<file path="config.mk">
export PLATFORM = sky130hd
export DESIGN_NAME = uart_tx_arb_flat
export DESIGN_NICKNAME = d
export VERILOG_FILES = /design/src/rtl/uart_tx_arb_pkg.sv /design/src/rtl/uart_tx_arb_if.sv /design/src/rtl/uart_tx_arb_rr_pick.sv /design/src/rtl/uart_tx_arb.sv /design/src/flat_wrapper.sv
export SDC_FILE = /design/constraint.sdc
export NUM_CORES = 1
export LEC_CHECK = 0
export BUFFER_PORTS_ARGS = -buffer_cell sky130_fd_sc_hd__buf_2
export CAP_MARGIN = 15
export CORE_UTILIZATION = 48
export CTS_BUF_LIST = sky130_fd_sc_hd__clkbuf_8
export CTS_CLUSTER_SIZE = 8
export DETAILED_ROUTE_END_ITERATION = 6
export PLACE_DENSITY_LB_ADDON = 0.08
export SKIP_LAST_GASP = 1
export SLEW_MARGIN = 15
export SYNTH_ARGS = -nofsm -noshare
export SYNTH_HDL_FRONTEND = slang
export SYNTH_SLANG_ARGS = --single-unit
export TNS_END_PERCENT = 50
</file>
<file path="constraint.sdc">
create_clock -name clk -period 2.1 [get_ports clk]
set_input_delay 0 -clock clk [delete_from_list [all_inputs] [get_ports clk]]
set_output_delay 0 -clock clk [all_outputs]
set_load 0.005 [all_outputs]
</file>
<file path="src/rtl/uart_tx_arb_pkg.sv">
// Shared types and constants for the UART transmit arbiter.
// Holds the FSM encoding, byte width and an index-width helper.
package uart_tx_arb_pkg;

   localparam int BYTE_W = 8;

   typedef enum logic [1:0] {
      IDLE      = 2'd0,
      WAIT_BUSY = 2'd1,
      WAIT_DONE = 2'd2
   } state_t;

   function automatic int idx_w(input int n);
      return (n > 1) ? $clog2(n) : 1;
   endfunction

endpackage

</file>
<file path="src/rtl/uart_tx_arb_if.sv">
// Request and transmitter bundle shared by the arbiter and its users.
// master drives requests and tx_busy; slave is the arbiter side.
interface uart_tx_arb_if
   import uart_tx_arb_pkg::*;
#(
   parameter int N = 4
);

   logic [N-1:0]        req_valid;
   logic [N*BYTE_W-1:0] req_data;
   logic [N-1:0]        req_lock;
   logic [N-1:0]        req_ready;
   logic [BYTE_W-1:0]   tx_data;
   logic                tx_start;
   logic                tx_busy;

   modport master (
      output req_valid, req_data, req_lock, tx_busy,
      input  req_ready, tx_data, tx_start
   );

   modport slave (
      input  req_valid, req_data, req_lock, tx_busy,
      output req_ready, tx_data, tx_start
   );

endinterface

</file>
<file path="src/rtl/uart_tx_arb_rr_pick.sv">
// Combinational round-robin picker: first set request at or above
// ptr, wrapping to index 0. Reusable by other byte arbiters.
module uart_tx_arb_rr_pick
   import uart_tx_arb_pkg::*;
#(
   parameter int N = 4
) (
   input  logic [N-1:0]        req,
   input  logic [idx_w(N)-1:0] ptr,
   output logic [idx_w(N)-1:0] idx,
   output logic                any
);

   localparam int W = idx_w(N);

   logic [N-1:0] rot;

   // Rotate so ptr sits at bit 0, then keep the lowest set bit.
   always_comb begin
      rot = N'({req, req} >> ptr);
      idx = '0;
      any = 1'b0;
      for (int k = N - 1; k >= 0; k--) begin
         if (rot[k]) begin
            idx = W'((int'(ptr) + k) % N);
            any = 1'b1;
         end
      end
   end

endmodule

</file>
<file path="src/rtl/uart_tx_arb.sv">
// Shares one UART transmitter among N byte requesters with
// round-robin grants, message locking and a busy-rise timeout.
module uart_tx_arb
   import uart_tx_arb_pkg::*;
#(
   parameter int N       = 4,
   parameter int BUSY_TO = 15
) (
   input  logic                clk,
   input  logic                rst,
   uart_tx_arb_if.slave        bus,
   output logic [idx_w(N)-1:0] grant_id,
   output logic                active,
   output logic                err
);

   localparam int W  = idx_w(N);
   localparam int CW = idx_w(BUSY_TO + 1);

   state_t        state;
   state_t        state_nx;
   logic [W-1:0]  ptr;
   logic [W-1:0]  last;
   logic [W-1:0]  pick_idx;
   logic [W-1:0]  win;
   logic [CW-1:0] cnt;
   logic          pick_any;
   logic          locked;
   logic          grant;
   logic          timeout;

   uart_tx_arb_rr_pick #(.N(N)) u_pick (
      .req (bus.req_valid),
      .ptr (ptr),
      .idx (pick_idx),
      .any (pick_any)
   );

   // Winner selection; a held lock on the last winner overrides RR.
   always_comb begin
      locked  = bus.req_lock[last] & bus.req_valid[last];
      win     = locked ? last : pick_idx;
      grant   = (state == IDLE) & ~bus.tx_busy & pick_any;
      timeout = (state == WAIT_BUSY) & ~bus.tx_busy
              & (cnt == CW'(BUSY_TO - 1));
   end

   // Next-state logic for the grant / busy tracking sequence.
   always_comb begin
      state_nx = state;
      unique case (state)
         IDLE: begin
            if (grant) state_nx = WAIT_BUSY;
         end
         WAIT_BUSY: begin
            if (bus.tx_busy)  state_nx = WAIT_DONE;
            else if (timeout) state_nx = IDLE;
         end
         WAIT_DONE: begin
            if (!bus.tx_busy) state_nx = IDLE;
         end
         default: state_nx = IDLE;
      endcase
   end

   // State register.
   always_ff @(posedge clk) begin
      if (rst) state <= IDLE;
      else     state <= state_nx;
   end

   // Registered outputs, RR pointer, lock owner and timeout count.
   always_ff @(posedge clk) begin
      if (rst) begin
         ptr           <= '0;
         last          <= '0;
         grant_id      <= '0;
         cnt           <= '0;
         bus.tx_data   <= '0;
         bus.req_ready <= '0;
         bus.tx_start  <= 1'b0;
         active        <= 1'b0;
         err           <= 1'b0;
      end else begin
         bus.req_ready <= '0;
         bus.tx_start  <= 1'b0;
         err           <= timeout;
         active        <= (state_nx != IDLE);
         if (grant) begin
            bus.req_ready <= N'(1) << win;
            bus.tx_start  <= 1'b1;
            bus.tx_data   <= bus.req_data[win*BYTE_W +: BYTE_W];
            grant_id      <= win;
            last          <= win;
            ptr           <= (win == W'(N - 1)) ? '0 : win + 1'b1;
            cnt           <= '0;
         end else if (state == WAIT_BUSY && !bus.tx_busy) begin
            cnt <= cnt + CW'(1);
         end
      end
   end

endmodule

</file>
<file path="src/flat_wrapper.sv">
// flat-port wrapper written by rule: the top's interface ports become plain ports
module uart_tx_arb_flat import uart_tx_arb_pkg::*;
#(
   parameter int N       = 4,
   parameter int BUSY_TO = 15
)
  (clk, rst, grant_id, active, err, bus_req_valid, bus_req_data, bus_req_lock, bus_tx_busy, bus_req_ready, bus_tx_data, bus_tx_start);
  uart_tx_arb_if #(.N(N)) bus_i ();
  input  logic clk;
  input  logic rst;
  output logic [idx_w(N)-1:0] grant_id;
  output logic active;
  output logic err;
  input wire logic [$bits(bus_i.req_valid)-1:0] bus_req_valid;
  input wire logic [$bits(bus_i.req_data)-1:0] bus_req_data;
  input wire logic [$bits(bus_i.req_lock)-1:0] bus_req_lock;
  input wire logic [$bits(bus_i.tx_busy)-1:0] bus_tx_busy;
  output wire logic [$bits(bus_i.req_ready)-1:0] bus_req_ready;
  output wire logic [$bits(bus_i.tx_data)-1:0] bus_tx_data;
  output wire logic [$bits(bus_i.tx_start)-1:0] bus_tx_start;
  assign bus_i.req_valid = bus_req_valid;
  assign bus_i.req_data = bus_req_data;
  assign bus_i.req_lock = bus_req_lock;
  assign bus_i.tx_busy = bus_tx_busy;
  assign bus_req_ready = bus_i.req_ready;
  assign bus_tx_data = bus_i.tx_data;
  assign bus_tx_start = bus_i.tx_start;
  uart_tx_arb #(.N(N), .BUSY_TO(BUSY_TO)) u_core (.clk(clk), .rst(rst), .bus(bus_i), .grant_id(grant_id), .active(active), .err(err));
endmodule
</file>
==> flow_metrics.env <==
export IMPL_antennaDiodeCount=0
export IMPL_final_weighted_congestion_in_routability_driven_placement=0.842
export IMPL_regToRegSetupSlack_ps=140
export IMPL_clkPwrFrac_pct=23.3
export IMPL_via_count_of_the_routed_design=1423
export IMPL_synth_sequential_area_ratio_pct=37.1
export IMPL_report_final_hold_viol_count=0
export IMPL_area_growth_synth_to_final_pct=37.2
export IMPL_dp_final_hpwl_um=2660
export IMPL_io_pins=60
export IMPL_flop_and_latch_count_out_of_synthesis=25
export IMPL_cellLeakagePower_nw=0.854
export IMPL_wire_length_of_the_first_global_routing_pass_um=5020
export IMPL_power_share_switching_pct=29.6
export IMPL_ctsRootBufferMaster="clkbuf_8"
export IMPL_yosysWarningCount=0
export IMPL_cp_required_ps=2240
export IMPL_die_y_um=55.0
export IMPL_reg2reg_from="u_core.ptr[1]"
export IMPL_final_min_clock_period_ps=1960
export IMPL_hold_slack_ps=5.62
export IMPL_max_clock_path_buffers=2
export IMPL_wl_um=3430
export IMPL_design_core_area_um2=2570
export IMPL_postSynthCellCount=146
export IMPL_globalRouteTotalUtil_pct=22.8
export IMPL_combinationalPowerShare_pct=31.1
export IMPL_critical_path_startpoint_type="flop"
export IMPL_cp_data_arrival_time_ps=2100
export IMPL_max_clock_freq_mhz=510
export IMPL_drt_first_pass_iters=4
export IMPL_vias_per_cell=5.62
export IMPL_path_clk_slew_ps=90
export IMPL_multi_input_gate_area_um2=798
export IMPL_fin_setup_tns_ps=0
export IMPL_max_slew_violation_total_from_the_final_report=0
export IMPL_slew_headroom_pct=59.1
export IMPL_min_path_type="in -> reg"
export IMPL_share_seq_of_total_power_pct=45.7
export IMPL_tritoncts="built"
export IMPL_fillerInstances=211
export IMPL_power_density_cell_area_nw_per_um2=640
export IMPL_die_w_um=55.0
export IMPL_grt_start_max_net_pins=14
export IMPL_worstPathMaxFanout=7
export IMPL_holdPathEnd="u_core.bus.tx_data[1]"
export IMPL_postSynth_topFlopCell="dfxtp_1"
export IMPL_worstMarginPinSlew_ps=611
export IMPL_max_cap_viols=0
export IMPL_postSynthNetCount=191
export IMPL_status="finished clean"
export IMPL_p_sw_w=0.000350
export IMPL_row_count=18
export IMPL_number_of_global_route_vias_before_repair=1205
export IMPL_timing_worst_setup_path_type="reg -> reg"
export IMPL_synth_edff_count=0
export IMPL_portBuffers=59
export IMPL_drt_antenna_violating_nets=0
export IMPL_clk_insertion_delay_late_ps=260
export IMPL_end_kind="flop"
export IMPL_rsz0062_at_grt="no"
export IMPL_peakVddDrop_uv=490
export IMPL_floorplan_die_area_um2=3020
export IMPL_final_min_period_over_clock_period_pct=93.4
export IMPL_postSynthAreaPerCell_um2=9.23
export IMPL_register_area_um2=504
export IMPL_share_of_post_route_cells_with_drive_strength_above_1_pct=39.0
export IMPL_initial_utilization_pct=52.5
export IMPL_cellInternalPower_w=0.000834
export IMPL_cts_sinks=25
export IMPL_global_route_overflow_total=0
export IMPL_avgRoutedWirePerCell_um=13.6
export IMPL_min_delay_start="bus_req_data[25]"
export IMPL_tritoncts_num_buffers=3
export IMPL_yosysUniqueCellTypes=44
export IMPL_clock_skew_ps=7.18
export IMPL_net_count_final=269
export IMPL_finalSetupViolCount=0
export IMPL_grt_antenna_before_repair=0
export IMPL_drc_errors=0
export IMPL_crit_reg2reg_capture="u_core.bus.tx_data[4]"
export IMPL_min_delay_path_depth=3
export IMPL_r2r_cells=7
export IMPL_first_iter_violations=48
export IMPL_async_flop_share_pct=0
export IMPL_cts_htree_levels=1
export IMPL_syn_area_um2=1350
==> final cells by class <==
class                   count  share of cell area [%]
repair buffers             77                    24.3
flip-flops and latches     25                    27.3
clock inverters             1                   0.203
clock buffers               3                    2.23
multi-input cells         113                    43.2
well taps                  30                    2.03
inverters                   4                   0.812
==> through the flow <==
| step | util, % | instance area (µm²) | power [W] | setup WS (ps) | instances |
|---|---|---|---|---|---|
| 2_1_floorplan | - | 1350 | 0.000759 | 178 | 146 |
| 3_3_place_gp | 66.8 | 1710 | 0.000881 | 77.8 | 240 |
| 3_5_place_dp | 66.8 | 1710 | 0.000890 | 42.8 | 240 |
| 4_1_cts | 70.9 | 1820 | 0.00117 | 33.9 | 250 |
| 5_1_grt | 72.0 | 1850 | 0.00125 | 18.7 | 253 |
| 6_report | 72.0 | 1850 | 0.00118 | 140 | 253 |
==> sequential cells by signal (all words and copies together) (netlist names) <==
signal                flops
u_core.active             1
u_core.cnt                4
u_core.last               2
u_core.bus.req_ready      4
u_core.ptr                2
u_core.bus.tx_start       1
u_core.bus.tx_data        8
u_core.state              2
u_core.err                1
==> routing by layer <==
metal,vias up,track usage (%),wire length (µm),share of wire [%]
li1,717,-,-,-
met1,646,26.7,1450,42
met2,58,43.4,1760,51
met3,2,3.28,207,6.0
met4,0,4.58,10,0.29
met5,-,0,0,0
==> worst max-delay path by stage <==
stage	start	depth (start not counted)	endpoint	slack, ps
after CTS	u_core.ptr[1]	7	u_core.bus.tx_data[0]	30
final	u_core.ptr[1]	7	u_core.bus.tx_data[4]	140
after global placement	u_core.ptr[1]	7	u_core.bus.tx_data[0]	80
after global routing	u_core.ptr[1]	7	u_core.bus.tx_data[4]	20
after detailed placement	u_core.ptr[1]	7	u_core.bus.tx_data[0]	40
after floorplan	u_core.last[1]	7	u_core.bus.tx_data[0]	180
==> cell usage after synthesis, drive strengths merged, types with 3 or more instances <==
master / n / area, µm²
dfxtp: 25 / 500
nor2: 13 / 51.3
nand2: 11 / 41.3
o21ai: 10 / 50.1
a22oi: 8 / 60.1
a31oi: 8 / 50.1
mux2i: 6 / 60.1
nand4: 6 / 37.5
inv: 4 / 15.0
o211ai: 4 / 30.0
a21oi: 3 / 15.0
a32oi: 3 / 26.3
and3: 3 / 18.8
buf: 3 / 30.0
mux2: 3 / 33.8
nor2b: 3 / 18.8
nor4: 3 / 25.0
xor2: 3 / 26.3
==> power by group through the flow <==
| stage | Combinational, W | Clock [W] | Sequential [W] |
|---|---|---|---|
| CTS | 0.000350 | 0.000280 | 0.000539 |
| finish | 0.000368 | 0.000276 | 0.000541 |
| detailed placement | 0.000340 | 0 | 0.000550 |
| global route | 0.000401 | 0.000302 | 0.000546 |
| floorplan | 0.000209 | 0 | 0.000550 |
| global placement | 0.000334 | 0 | 0.000547 |
==> layout by cell type (no fill, tap or decap), types with 4 or more instances in the layout <==
master	Yosys	layout
nand2_1	11	11
inv_1	4	5
dlygate4sd3_1	0	6
nor2_1	12	12
buf_2	0	59
dfxtp_1	25	22
a31oi_1	8	8
buf_4	1	11
nand4_1	6	6
o21ai_0	4	4
o21ai_1	6	6
o211ai_1	4	4
mux2i_1	6	6
a22oi_1	8	8
==> worst max-delay path: stages, from the launching register on <==
cell and delay (ps):
dfxtp_2 380, mux2i_1 190, o22ai_1 130, o41ai_4 370
buf_6 170, mux2_2 320, a32oi_1 180, o21ai_1 90
==> cell families after synthesis <==
kind of cell	Yosys count	share of synthesized area, %
XOR/XNOR	5	3.25
buffers and inverters	8	3.62
AO/OA/AOI/OAI	48	27.9
flip-flops	25	37.1
multiplexers	9	6.96
AND/OR/NAND/NOR	49	19.3
adder cells (fa/ha/maj)	2	1.86
==> repair_timing <==
item / CTS / global route
hold endpoints to repair: 6 / 0
setup buffers: 0 / 3
hold buffers: 6 / 0
setup endpoints to repair: 0 / 4
resized for setup: 0 / 4
Note: power is estimated with default switching activity, not from simulation.
